File: config.mk
export PLATFORM = sky130hd
export DESIGN_NAME = motor_startup_sequencer
export DESIGN_NICKNAME = d
export VERILOG_FILES = /design/src/rtl/motor_startup_sequencer.sv
export SDC_FILE = /design/constraint.sdc
export NUM_CORES = 1
export LEC_CHECK = 0
export BUFFER_PORTS_ARGS = -buffer_cell sky130_fd_sc_hd__buf_4
export CORE_MARGIN = 3
export CORE_UTILIZATION = 50
export DETAILED_ROUTE_END_ITERATION = 8
export PLACE_DENSITY = 0.67
export SLEW_MARGIN = 20
export SYNTH_ARGS = -nofsm -noshare
export SYNTH_HDL_FRONTEND = slang
export SYNTH_SLANG_ARGS = --single-unit
File: constraint.sdc
create_clock -name clk -period 4.4 [get_ports clk]
set_clock_uncertainty 0.15 [all_clocks]
set_input_delay 0.44 -clock clk [delete_from_list [all_inputs] [get_ports clk]]
set_output_delay 0.44 -clock clk [all_outputs]
set_load 0.1 [all_outputs]
File: src/rtl/motor_startup_sequencer.sv
// Startup sequencer for a sensored BLDC drive: IDLE -> ALIGN -> SETTLE -> RUN, with stall
// detection into a latched FAULT. All outputs are registered and decoded from the next state.
module motor_startup_sequencer #(
    parameter int unsigned ALIGN_CYCLES  = 1000000,
    parameter int unsigned SETTLE_CYCLES = 250000,
    parameter int unsigned FILTER_DIV    = 500,
    parameter int unsigned CONTROL_DIV   = 5000,
    parameter int unsigned STALL_CYCLES  = 2000000
) (
    input  logic       clk,
    input  logic       reset,
    input  logic       enable,
    input  logic       fault_clear,
    input  logic       encoder_change,
    output logic       reset_encoder_count,
    output logic       apply_initial_commutation,
    output logic       controller_override,
    output logic       commutation_enable,
    output logic       filter_pulse,
    output logic       control_loop_pulse,
    output logic       fault,
    output logic [2:0] state
);

    localparam logic [31:0] AlignN  = 32'(ALIGN_CYCLES);
    localparam logic [31:0] SettleN = 32'(SETTLE_CYCLES);
    localparam logic [31:0] FiltN   = 32'(FILTER_DIV);
    localparam logic [31:0] CtrlN   = 32'(CONTROL_DIV);
    localparam logic [31:0] StallN  = 32'(STALL_CYCLES);

    typedef enum logic [2:0] {
        StIdle   = 3'd0,
        StAlign  = 3'd1,
        StSettle = 3'd2,
        StRun    = 3'd3,
        StFault  = 3'd4
    } state_e;

    state_e      state_q, state_d;
    logic [31:0] phase_q, phase_d;
    logic [31:0] filt_q, filt_d;
    logic [31:0] ctrl_q, ctrl_d;
    logic [31:0] stall_q, stall_d;
    logic        stall_hit, entering;
    logic        rec_d, aic_d, co_d, ce_d, fp_d, cp_d, fault_d;

    assign state = state_q;

    always_comb begin
        stall_hit = (state_q == StRun) && !encoder_change && (stall_q == StallN - 32'd1);
        state_d   = state_q;
        case (state_q)
            StIdle:   if (enable) state_d = StAlign;
            StAlign: begin
                if (!enable)                 state_d = StIdle;
                else if (phase_q == AlignN)  state_d = StSettle;
            end
            StSettle: begin
                if (!enable)                 state_d = StIdle;
                else if (phase_q == SettleN) state_d = StRun;
            end
            // Stall has priority over a simultaneous enable drop
            StRun: begin
                if (stall_hit)               state_d = StFault;
                else if (!enable)            state_d = StIdle;
            end
            StFault:  if (fault_clear && !enable) state_d = StIdle;
            default:  state_d = StIdle;
        endcase
    end

    // Counters hold the count for the cycle they are registered into (1-based)
    always_comb begin
        entering = (state_d != state_q);

        phase_d = 32'd0;
        if (state_d == StAlign || state_d == StSettle)
            phase_d = entering ? 32'd1 : phase_q + 32'd1;

        filt_d = 32'd0;
        if (state_d == StSettle && entering)
            filt_d = 32'd1;
        else if (state_d == StSettle || state_d == StRun)
            filt_d = (filt_q >= FiltN) ? 32'd1 : filt_q + 32'd1;

        ctrl_d = 32'd0;
        if (state_d == StRun)
            ctrl_d = (entering || ctrl_q >= CtrlN) ? 32'd1 : ctrl_q + 32'd1;

        stall_d = 32'd0;
        if (state_d == StRun && !entering && !encoder_change)
            stall_d = (stall_q == 32'hFFFF_FFFF) ? stall_q : stall_q + 32'd1;

        rec_d   = (state_d == StSettle) && entering;
        aic_d   = (state_d == StAlign);
        co_d    = (state_d == StAlign) || (state_d == StSettle);
        ce_d    = (state_d == StAlign) || (state_d == StSettle) || (state_d == StRun);
        fp_d    = ((state_d == StSettle) || (state_d == StRun)) && (filt_d == FiltN);
        cp_d    = (state_d == StRun) && (ctrl_d == CtrlN);
        fault_d = (state_d == StFault);
    end

    always_ff @(posedge clk or posedge reset) begin
        if (reset) begin
            state_q                   <= StIdle;
            phase_q                   <= 32'd0;
            filt_q                    <= 32'd0;
            ctrl_q                    <= 32'd0;
            stall_q                   <= 32'd0;
            reset_encoder_count       <= 1'b0;
            apply_initial_commutation <= 1'b0;
            controller_override       <= 1'b0;
            commutation_enable        <= 1'b0;
            filter_pulse              <= 1'b0;
            control_loop_pulse        <= 1'b0;
            fault                     <= 1'b0;
        end else begin
            state_q                   <= state_d;
            phase_q                   <= phase_d;
            filt_q                    <= filt_d;
            ctrl_q                    <= ctrl_d;
            stall_q                   <= stall_d;
            reset_encoder_count       <= rec_d;
            apply_initial_commutation <= aic_d;
            controller_override       <= co_d;
            commutation_enable        <= ce_d;
            filter_pulse              <= fp_d;
            control_loop_pulse        <= cp_d;
            fault                     <= fault_d;
        end
    end

endmodule
Word level (Yosys, flattened, before mapping)
Index checks and enable logic that the tools add are counted.

Word-level logic and storage cells: 68. Output and inout bits: 10. Flip-flop bits (word level): 138.

Muxes and demuxes: 18. $lt $le $gt $ge: 2. Reduce and logical (&&, ||, !) cells: 16. Equality and inequality tests: 16. Add/sub/neg operators: 4.

Operator list (count): 32-bit two-way mux (9); 32-bit by 1-bit adder with 32-bit output (second input constant) (4); 32-bit by 13-bit equality test with 1-bit output (second input constant) (1); 32-bit by 18-bit equality test with 1-bit output (second input constant) (1); 32-bit by 20-bit equality test with 1-bit output (second input constant) (1); 32-bit by 21-bit equality test with 1-bit output (second input constant) (1); 32-bit equality test (second input constant) (1); 32-bit by 9-bit equality test with 1-bit output (second input constant) (1); 32-bit by 13-bit greater-or-equal comparator with 1-bit output (second input constant) (1); 32-bit by 9-bit greater-or-equal comparator with 1-bit output (second input constant) (1); 3-bit two-way mux (8); 3-bit case mux with 5 select lines (1); 3-bit by 2-bit equality test with 1-bit output (second input constant) (4); 1-bit logical AND (8); 3-bit by 1-bit equality test with 1-bit output (second input constant) (2); 3-bit equality test (second input constant) (2); 1-bit logical OR (4); 1-bit logical NOT (3); 3-bit logical NOT (1); 3-bit inequality test (1); 2-bit inequality test (second input constant) (1).

Depth between registers and ports, before layout
Gate-level depths: netlist of run 1.

Depth in word-level cells: 11. Gate-level depth with buffers: 9. Mapped depth without buffers: 9.

Worst setup path before layout of run 1
OpenSTA, ideal clock, no wires.

Path type: reg2reg. From: register state_q[2] (netlist: state[2]). To: register phase_q[11]. Path slack: 1.527 ns. Setup time: 0.119 ns. Arrival: 2.604 ns. Data required time: 4.131 ns. Path buffers: 2. Stages on the path, launching flop included: 9. Cell sequence: dfrtp_1 > nand2b_1 > buf_2 > or4_1 > or4_4 > and4bb_4 > nand2_4 > buf_6 > nor2_1.

Longest elaborated chain between the ends: 8. Elaborated cells on any way between the ends: 22. Classes of those cells: eq/ne: 7; mux: 11; reduce/logical: 4.

RTL lines: start, declared (RTL line 39) `state_e state_q, state_d;`; start signal, assigned (RTL line 105) `state_q <= StIdle;`; start signal, assigned (RTL line 118) `state_q <= state_d;`; 3-bit by 2-bit equality test with 1-bit output (RTL line 50, 52); 1-bit logical AND (2 in a row) (RTL line 50) `stall_hit = (state_q == StRun) && !encoder_change && (stall_q == StallN - 32'd1);`; 3-bit two-way mux (RTL line 64) `if (stall_hit) state_d = StFault;`; 3-bit case mux with 5 select lines * (RTL line 52) `case (state_q)`; 3-bit by 1-bit equality test with 1-bit output / 3-bit by 2-bit equality test with 1-bit output (equally long branches); 1-bit logical OR *; net co_d (RTL line 45) `logic rec_d, aic_d, co_d, ce_d, fp_d, cp_d, fault_d;`; 32-bit two-way mux * (RTL line 77) `if (state_d == StAlign || state_d == StSettle)`; net phase_d[11] (RTL line 40) `logic [31:0] phase_q, phase_d;`; end signal, assigned (RTL line 119) `phase_q <= phase_d;`; end, declared (RTL line 40).

The timed path passes the listed nets; every way through them passes the cells marked *. A chain may end at the register's enable or synchronous reset.

Worst setup path in the final report of run 1
From: register stall_q[0]. To: register stall_q[17].

Longest elaborated chain between the ends: 9. Elaborated cells on any way between the ends: 14. Classes of those cells: add/sub: 1; eq/ne: 5; mux: 4; reduce/logical: 4.

RTL lines: start, declared (RTL line 43) `logic [31:0] stall_q, stall_d;`; start signal, assigned (RTL line 122) `stall_q <= stall_d;`; 32-bit by 21-bit equality test with 1-bit output (RTL line 50); 1-bit logical AND (RTL line 50); 3-bit two-way mux (RTL line 64); 3-bit case mux with 5 select lines (RTL line 52); 3-bit inequality test (RTL line 74) `entering = (state_d != state_q);`; 1-bit logical NOT (RTL line 91) `if (state_d == StRun && !entering && !encoder_change)`; 1-bit logical AND (2 in a row) (RTL line 91); 2-bit inequality test (no line) / 32-bit two-way mux (equally long branches).

Parallel ways exist; a longest one is shown, timed or not. The select of a mux whose other input is x is not followed.

==> flow_results.org, run 1 <==
** Floorplan
- Horizontal die dimension :: ~120 µm
- Initial Util :: 0.5134
- The die covers between 10000 and 15000 µm².
- Total core area :: roughly 12000 µm²
- The floorplan has 40 rows.
- Measured along the y axis, the die boundary spans 117.3 µm.
- Number of primary I/O pins :: 15

** Clocking
- TritonCTS built the clock tree.
- Hold bufs inserted after CTS :: 0
- Gates resized during post-CTS repair numbered 0.
- Source-to-sink clock delay at the later pin of the worst-skew pair :: 0.41 ns
- Post-CTS timing repair inserted 0 buffers for setup.
- Clock-pin slew on the worst setup and hold paths :: ~0.060 ns
- Buffer levels on the longest clock path :: 2
- CTS HTree Levels :: 4
- In this run the clock root is driven by a sky130_fd_sc_hd__clkbuf_16.
- In this run, CTS created clock tree buffers numbering 17.
- Clock Sinks :: ~140

** Hold path
- Class of the tightest hold or removal check :: in2async

** Routing
- In the routed design, unresolved DRC markers number 0.
- The routed layout has roughly 4300 vias.
- Violation count after the first detailed-routing iteration :: ~360
- In this run the remaining antenna-violating nets after routing total 0.
- Total iterations of the first detailed-routing run :: 4
- Wire length per cell :: 14.27 µm
- Using the TritonRoute via totals, the vias-per-cell ratio works out to 5.123.
- Final routed wirelength across all metal layers :: approximately 12 mm

** GRT
- Number of antenna violations at the first check in global routing :: 0
- Via count of the first global-routing pass :: 4219
- Across every metal layer, demand over resource in global routing totals 0.1884.
- After global routing the overflow that remains totals 0.
- Maximum number of pins on one net before global-route repair :: between 100 and 150
- The first global-routing pass estimated 19.96 mm of wire.

** Cells and area
- Proportion of layout cells with a drive suffix above 1 :: 0.08533
- In the final design database the tool counted 670 nets.
- Area overhead of the layout relative to synthesis :: 16.16%
- 0 antenna diodes ended up in the layout.
- Share of the core filled with cells :: 0.5964

** STA
- Setup Viol. Count Final :: 0
- Setup repair after global routing left no endpoint under its margin.
- Hold Worst Slack :: 0.02055 ns
- Headroom to the max-slew limit came out at 0.4008.
- Derived from the worst setup path, the maximum achievable clock frequency is ~0.35 GHz.
- Final Max Slew Viols :: 0
- Final Hold Violating Endpoints :: 0
- Dividing the final minimum period by the clock period gives 0.6538.
- Final-layout setup total negative slack :: 0 ns
- Fin crit period :: ~2.9 ns
- Actual slew at the worst max-slew pin :: between 0.8 and 0.9 ns

** Status
- The flow ran to the end, and the final reports show no timing, DRC or antenna violations.

** Yosys
- In the synthesized netlist the dominant register cell turns out to be sky130_fd_sc_hd__dfrtp_1.
- Of the total synthesized cell area, the portion taken by AND, OR, NAND and NOR gates is 0.2540.
- Multiplexer fraction of the synthesized cell area :: 0.003233
- Leading cell type by number of instances after synthesis :: sky130_fd_sc_hd__dfrtp_1
- The synthesized-area fraction occupied by ao, oa, aoi and oai cells came to 0.03496.
- Number of distinct library cell variants in the gate-level netlist after synthesis :: 53
- Number of enable flip-flop cells after synthesis :: 0
- The share of synthesized area in the top cell type comes to 0.5577.
- The commonest cells after synthesis are sky130_fd_sc_hd__dfrtp_1 (138), sky130_fd_sc_hd__nor2_1 (105), sky130_fd_sc_hd__xor2_1 (52).
- Number of instances in the synthesized netlist :: roughly 590
- The share of the Yosys chip area taken by registers is 0.5577.
- Combinational family with the most area after synthesis :: simple AND/OR/NAND/NOR gates
- Cell accounting for the most synthesized area :: sky130_fd_sc_hd__dfrtp_1
- Xor/xnor cell area share of the yosys netlist :: 0.1103
- Mean cell area of the mapped netlist :: 10.42 µm²
- The Yosys step of the flow raised 0 warnings.
- After synthesis the cells add up to between 6000 and 7000 µm².
- Adder-cell share of the synthesized area :: 0.01414
- Async set or reset register ratio after synthesis :: 1.000
- The synthesized design contains about 140 register bits.
- Sorting the synthesized cells by area gives the leading types as sky130_fd_sc_hd__dfrtp_1 (56%), sky130_fd_sc_hd__xor2_1 (7.4%), sky130_fd_sc_hd__nor2_1 (6.4%).

** Worst setup path
- STA classifies the critical path startpoint as a register.
- At the worst endpoint, the required time is 4.52 ns.
- Crit-path leading delay family :: simple AND/OR/NAND/NOR gates
- Maximum fanout along the worst path :: 32
- The signal on the critical path passes through ha_1, nand4_1, nor3_1, nor3_1, nand2_2, nor2_1.
- Data arrival time of the critical path :: approximately 3 ns
- In this design, the stage delay of the slowest critical-path cell is 0.83 ns.
- Endpoint class of the critical path :: register
- Slowest cell on the critical path :: sky130_fd_sc_hd__nor3_1
- Crit-path most repeated cell :: sky130_fd_sc_hd__nor3_1
- Number of buffer and inverter instances along the worst setup path :: 0
- Critical path start-end classification :: reg2reg

** Pwr
- Final Total Pwr :: ~2800 µW
- In this run the power density over the cells is ~390 nW/µm².
- The analysis attributes to cell leakage a power of between 0.003 and 0.004 µW.
- In this run the power spent charging and discharging nets is between 500 and 600 µW.
- Share of total power in sequential cells :: 0.469
- Part of the power in the clock network :: 0.505
- Internal Power :: 2207 µW
- Combinational power share :: 0.027
- Across the VDD grid, the largest voltage drop is 0.0003305 V.
- Of the total power, the share spent switching nets is 0.2061.

** Placement
- # port buffers :: 14
- Routability congestion estimate :: ~0.83
- Sum of net half-perimeters after detailed placement :: 7.771 mm

** Flow run
- Across the run, the number of max-cap violations was 0.
## area by class of cell
| cell class | instances | area (µm²) |
|---|---|---|
| fill | 1037 | 4868 |
| sequential | 138 | 3453 |
| multi-input combinational | 464 | 2740 |
| clock buffer | 23 | 498.0 |
| tap | 168 | 210.2 |
| timing repair buffer | 15 | 112.6 |
| inverter | 22 | 90.09 |
| clock inverter | 6 | 88.84 |
## sequential cells by signal, summed over array words and instances, names as in the netlist
register,count
ctrl_q,32
filt_q,32
phase_q,32
stall_q,32
state,3
apply_initial_commutation,1
commutation_enable,1
control_loop_pulse,1
controller_override,1
fault,1
filter_pulse,1
reset_encoder_count,1
## cell usage in the layout, fill, tap and decap left out, types with 6 or more instances in the layout
master / count
sky130_fd_sc_hd__dfrtp_1: 138
sky130_fd_sc_hd__ha_1: 7
sky130_fd_sc_hd__xor2_1: 52
sky130_fd_sc_hd__inv_1: 21
sky130_fd_sc_hd__nand4_1: 31
sky130_fd_sc_hd__conb_1: 42
sky130_fd_sc_hd__nor2_1: 105
sky130_fd_sc_hd__xnor2_1: 26
sky130_fd_sc_hd__buf_4: 15
sky130_fd_sc_hd__o21ai_0: 6
sky130_fd_sc_hd__and3_1: 10
sky130_fd_sc_hd__clkbuf_16: 17
sky130_fd_sc_hd__a21oi_1: 8
sky130_fd_sc_hd__nor3_1: 14
sky130_fd_sc_hd__nand3_1: 34
sky130_fd_sc_hd__and4_1: 6
sky130_fd_sc_hd__nand2_1: 40
sky130_fd_sc_hd__nor4_1: 23
## routing by layer
layer,up-vias,GRT usage,wire length (µm)
li1,2128,-,-
met1,2072,0.2580,5817
met2,65,0.2881,5495
met3,18,0.05244,425
met4,0,0.06957,193
met5,-,0,0
## metrics by stage
step           cell area (µm²)  cells  setup slack (ns)
2_1_floorplan             6346    635            0.1138
3_3_place_gp              6601    807             1.487
3_5_place_dp              6601    807             1.329
4_1_cts                   7188    836             1.256
5_1_grt                   7193    836             1.348
6_report                  7193    836             1.523
## power groups by stage
stage                     Sequential [µW]  Clock (µW)  Combinational (µW)
after CTS                            1300        1430                75.0
after global placement               1320           0                73.6
after detailed placement             1330           0                74.6
final                                1300        1400                74.0
after global routing                 1300        1490                85.7
after floorplan                      1340           0                43.7
## worst paths after layout
kind	from	endpoint	slack [ns]	cells after the start
hold reg to reg	phase_q[0]	phase_q[0]	0.37	1
min in group clk	fault_clear	state[2]	0.28	3
setup / recovery	stall_q[0]	stall_q[17]	1.52	6
setup reg to reg	stall_q[0]	stall_q[17]	1.52	6
max in group asynchronous	reset	filt_q[29]	3.28	3
hold / removal	reset	ctrl_q[24]	0.02	2
## cells by family (layout without fill, tap and decap cells)
family,after synthesis,after routing
AND/OR/NAND/NOR,304,304
flip-flops,138,138
other,1,42
XOR/XNOR,78,78
AO/OA/AOI/OAI,31,31
buffers and inverters,33,66
multiplexers,2,2
adder cells (fa/ha/maj),7,7
No activity file was read; power rests on OpenSTA's default activity.
==> run 2, diff against run 1 <==
==> constraint.sdc (replaced) <==
create_clock -name clk -period 2.4 [get_ports clk]
set_clock_uncertainty 0.15 [all_clocks]
set_input_delay 0.24 -clock clk [delete_from_list [all_inputs] [get_ports clk]]
set_output_delay 0.24 -clock clk [all_outputs]
set_load 0.1 [all_outputs]
==> flow_results.org, run 2 (synthesis gave the netlist of run 1 again) <==
** Routing
- Final routed wirelength across all metal layers :: 12.27 mm
- Wire length per cell :: 13.83 µm
- Number of remaining DRC errors :: 0
- After the first detailed-routing iteration, the DRC count stood at ~290.
- Vias/cell :: 5.143
- Summing over every cut layer, the via total after detailed routing is 4562.
- In this run the remaining antenna-violating nets after routing total 0.
- The first TritonRoute pass finished after 6 iterations.

** STA
- Achievable frequency :: between 0.4 and 0.5 GHz
- Setup violations remaining at the end of the flow were counted as 0.
- Measured against its own limit, the worst slew margin works out to 0.5181.
- Fin crit period :: 2.351 ns
- Dividing the final minimum period by the clock period gives 0.9797.
- Final Max Slew Viols :: 0
- In the post-route analysis, the smallest setup slack over all paths is just under 0.05 ns.
- Hold Worst Slack :: 0.05413 ns
- Actual slew at the worst max-slew pin :: 0.7229 ns
- The total count of hold-check failures in the final report came to 0.

** Floorplan
- Pin placement for this block handled 15 I/O pins.
- Die outline height :: ~120 µm
- The die is between 100 and 150 µm wide.
- In this run the core area contains 40 standard-cell rows.
- Overall die area :: between 10000 and 15000 µm²
- The core region is 12060 µm².
- Initial Util :: 0.5134

** Clocking
- Source-to-sink clock delay at the later pin of the worst-skew pair :: roughly 0.43 ns
- Buffer levels on the longest clock path :: 2
- The clock tree synthesis step divided the H-tree into 4 levels.
- Clock tree from TritonCTS :: built
- Root buffer cell :: sky130_fd_sc_hd__clkbuf_16
- Clock-pin slew on the worst setup and hold paths :: 0.06 ns
- Number of buffers added for setup after CTS :: 0
- Clock Sinks :: between 100 and 150
- Buffers inserted during clock tree synthesis total 17.

** Cells and area
- The area growth from synthesis to layout is 24.77%.
- Fin nets :: a little over 700
- Number of cells in the finished layout apart from fillers :: 887
- Inserted Diodes :: 0
- Proportion of layout cells with a drive suffix above 1 :: 0.1669
- Area of combinational cells with multiple inputs :: between 2000 and 3000 µm²
- Final design instance area without fill :: just under 8000 µm²
- Commonest non-fill, non-tap cells in the layout :: sky130_fd_sc_hd__dfrtp_1 (135), sky130_fd_sc_hd__nor2_1 (105), sky130_fd_sc_hd__buf_4 (56)
- Total area of sequential cells :: approximately 3500 µm²
- Count of filler cells inserted in the layout :: roughly 960
- The library cell used most frequently in the layout, excluding fill and tap cells, is sky130_fd_sc_hd__dfrtp_1.

** Worst setup path
- Endpoint class of the critical path :: register
- Along the worst path, the maximum fanout reaches 7.
- The worst register-to-register path begins at state[0].
- STA classifies the critical path startpoint as a register.
- For the worst setup path, the data arrival time is around 2.5 ns.
- Critical path start-end classification :: reg2reg
- Reg2Reg Setup Slack :: 0.05 ns
- R2r worst-path depth :: 7
- Worst flop-to-flop path endpoint :: phase_q[25]
- STA puts the critical path data required time at 2.57 ns.

** Placement
- Routability congestion estimate :: 0.8375
- # port buffers :: 14
- Once placement completed, the tool counted placed cells totaling approximately 850.
- Area after detailed placement :: between 7000 and 8000 µm²
- Prior to clock tree synthesis, the placed netlist has a worst setup slack of -0.1358 ns.
- Detailed placement ended at an HPWL of a little over 8 mm.

** GRT
- Number of antenna violations at the first check in global routing :: 0
- Global-route wire length before repair :: between 20 and 25 mm
- Sum of overflow across all layers after global routing :: 0
- Entering global routing, the biggest net connects around 140 pins.
- The via count of the first global-routing pass is about 4400.
- Total global-route track usage :: 0.1938

** Hold path
- Worst hold path startpoint :: fault_clear
- Class of the tightest hold or removal check :: in2reg
- The path with the worst hold slack has its endpoint at state[2].
- Cells on Worst Hold Path :: 3

** Pwr
- Final Total Pwr :: between 5000 and 6000 µW
- In this run the power density over the cells is roughly 670 nW/µm².
- Across the VDD grid, the largest voltage drop is between 0.0006 and 0.0007 V.
- Leakage power summed over all cells :: between 0.003 and 0.004 µW

** Status
- The flow ran to the end, and the final reports show no timing, DRC or antenna violations.

** Flow run
- Across the run, the number of max-cap violations was 0.
-- run 2: cell types whose count changed in the layout (fill, tap and decap cells not counted), moves of 4 or more --
cell / delta
sky130_fd_sc_hd__buf_12: +4
sky130_fd_sc_hd__clkbuf_8: -5
sky130_fd_sc_hd__nor4_2: +5
sky130_fd_sc_hd__inv_6: +4
sky130_fd_sc_hd__nor4_1: -5
sky130_fd_sc_hd__buf_4: +41
-- run 2: timing repair --
action                                  CTS  global route
resized for setup                         5             9
hold buffers                              1             0
gates cloned                              0             1
endpoints found under the setup margin   51            46
endpoints found under the hold margin   138             0
pin swaps                                 0             4
-- run 2: report_power, final --
part | switching, µW | internal (µW)
sequential | 13.1 | 2370
combinational | 123 | 57.6
clock | 1050 | 1560
total | 1190 | 3990
-- run 2: worst max path at each step --
stage | startpoint | endpoint | slack (ns) | cells past startpoint
after global placement | phase_q[5] | phase_q[25] | -0.02 | 7
final | state[0] | phase_q[25] | 0.05 | 7
after detailed placement | phase_q[0] | phase_q[7] | -0.14 | 9
after CTS | phase_q[24] | filter_pulse | 0.03 | 9
after floorplan | state[0] | phase_q[14] | -0.17 | 7
after global routing | phase_q[17] | phase_q[3] | -0.005 | 7
-- run 2: metal layers --
metal | share of wire | global-route usage
met5 | 0 | 0
met1 | 0.47 | 0.2607
met4 | 0.019 | 0.07492
met2 | 0.47 | 0.2937
met3 | 0.042 | 0.06170
-- run 2: worst max-delay path, cell delays in order (launching register included) --
cell and delay (ns):
sky130_fd_sc_hd__dfrtp_2 0.40, sky130_fd_sc_hd__nand2b_4 0.13, sky130_fd_sc_hd__or4_1 0.51, sky130_fd_sc_hd__or4_4 0.51, sky130_fd_sc_hd__and4bb_4 0.25, sky130_fd_sc_hd__nand2_8 0.10
sky130_fd_sc_hd__clkbuf_16 0.16, sky130_fd_sc_hd__nor2_1 0.04
-- run 2: per-stage QoR --
step | setup TNS (ns) | utilization
floorplan | -6.677 | -
global placement | -0.4647 | 0.5813
detailed placement | -4.991 | 0.5813
CTS | 0 | 0.6340
global route | -0.02509 | 0.6406
finish | 0 | 0.6406
-- run 2: layout make-up --
| class | count | area share |
|---|---|---|
| flip-flops and latches | 138 | 0.4474 |
| multi-input cells | 464 | 0.3668 |
| repair buffers | 63 | 0.07077 |
| clock buffers | 19 | 0.05603 |
| well taps | 168 | 0.02721 |
| clock inverters | 13 | 0.02057 |
| inverters | 22 | 0.01117 |
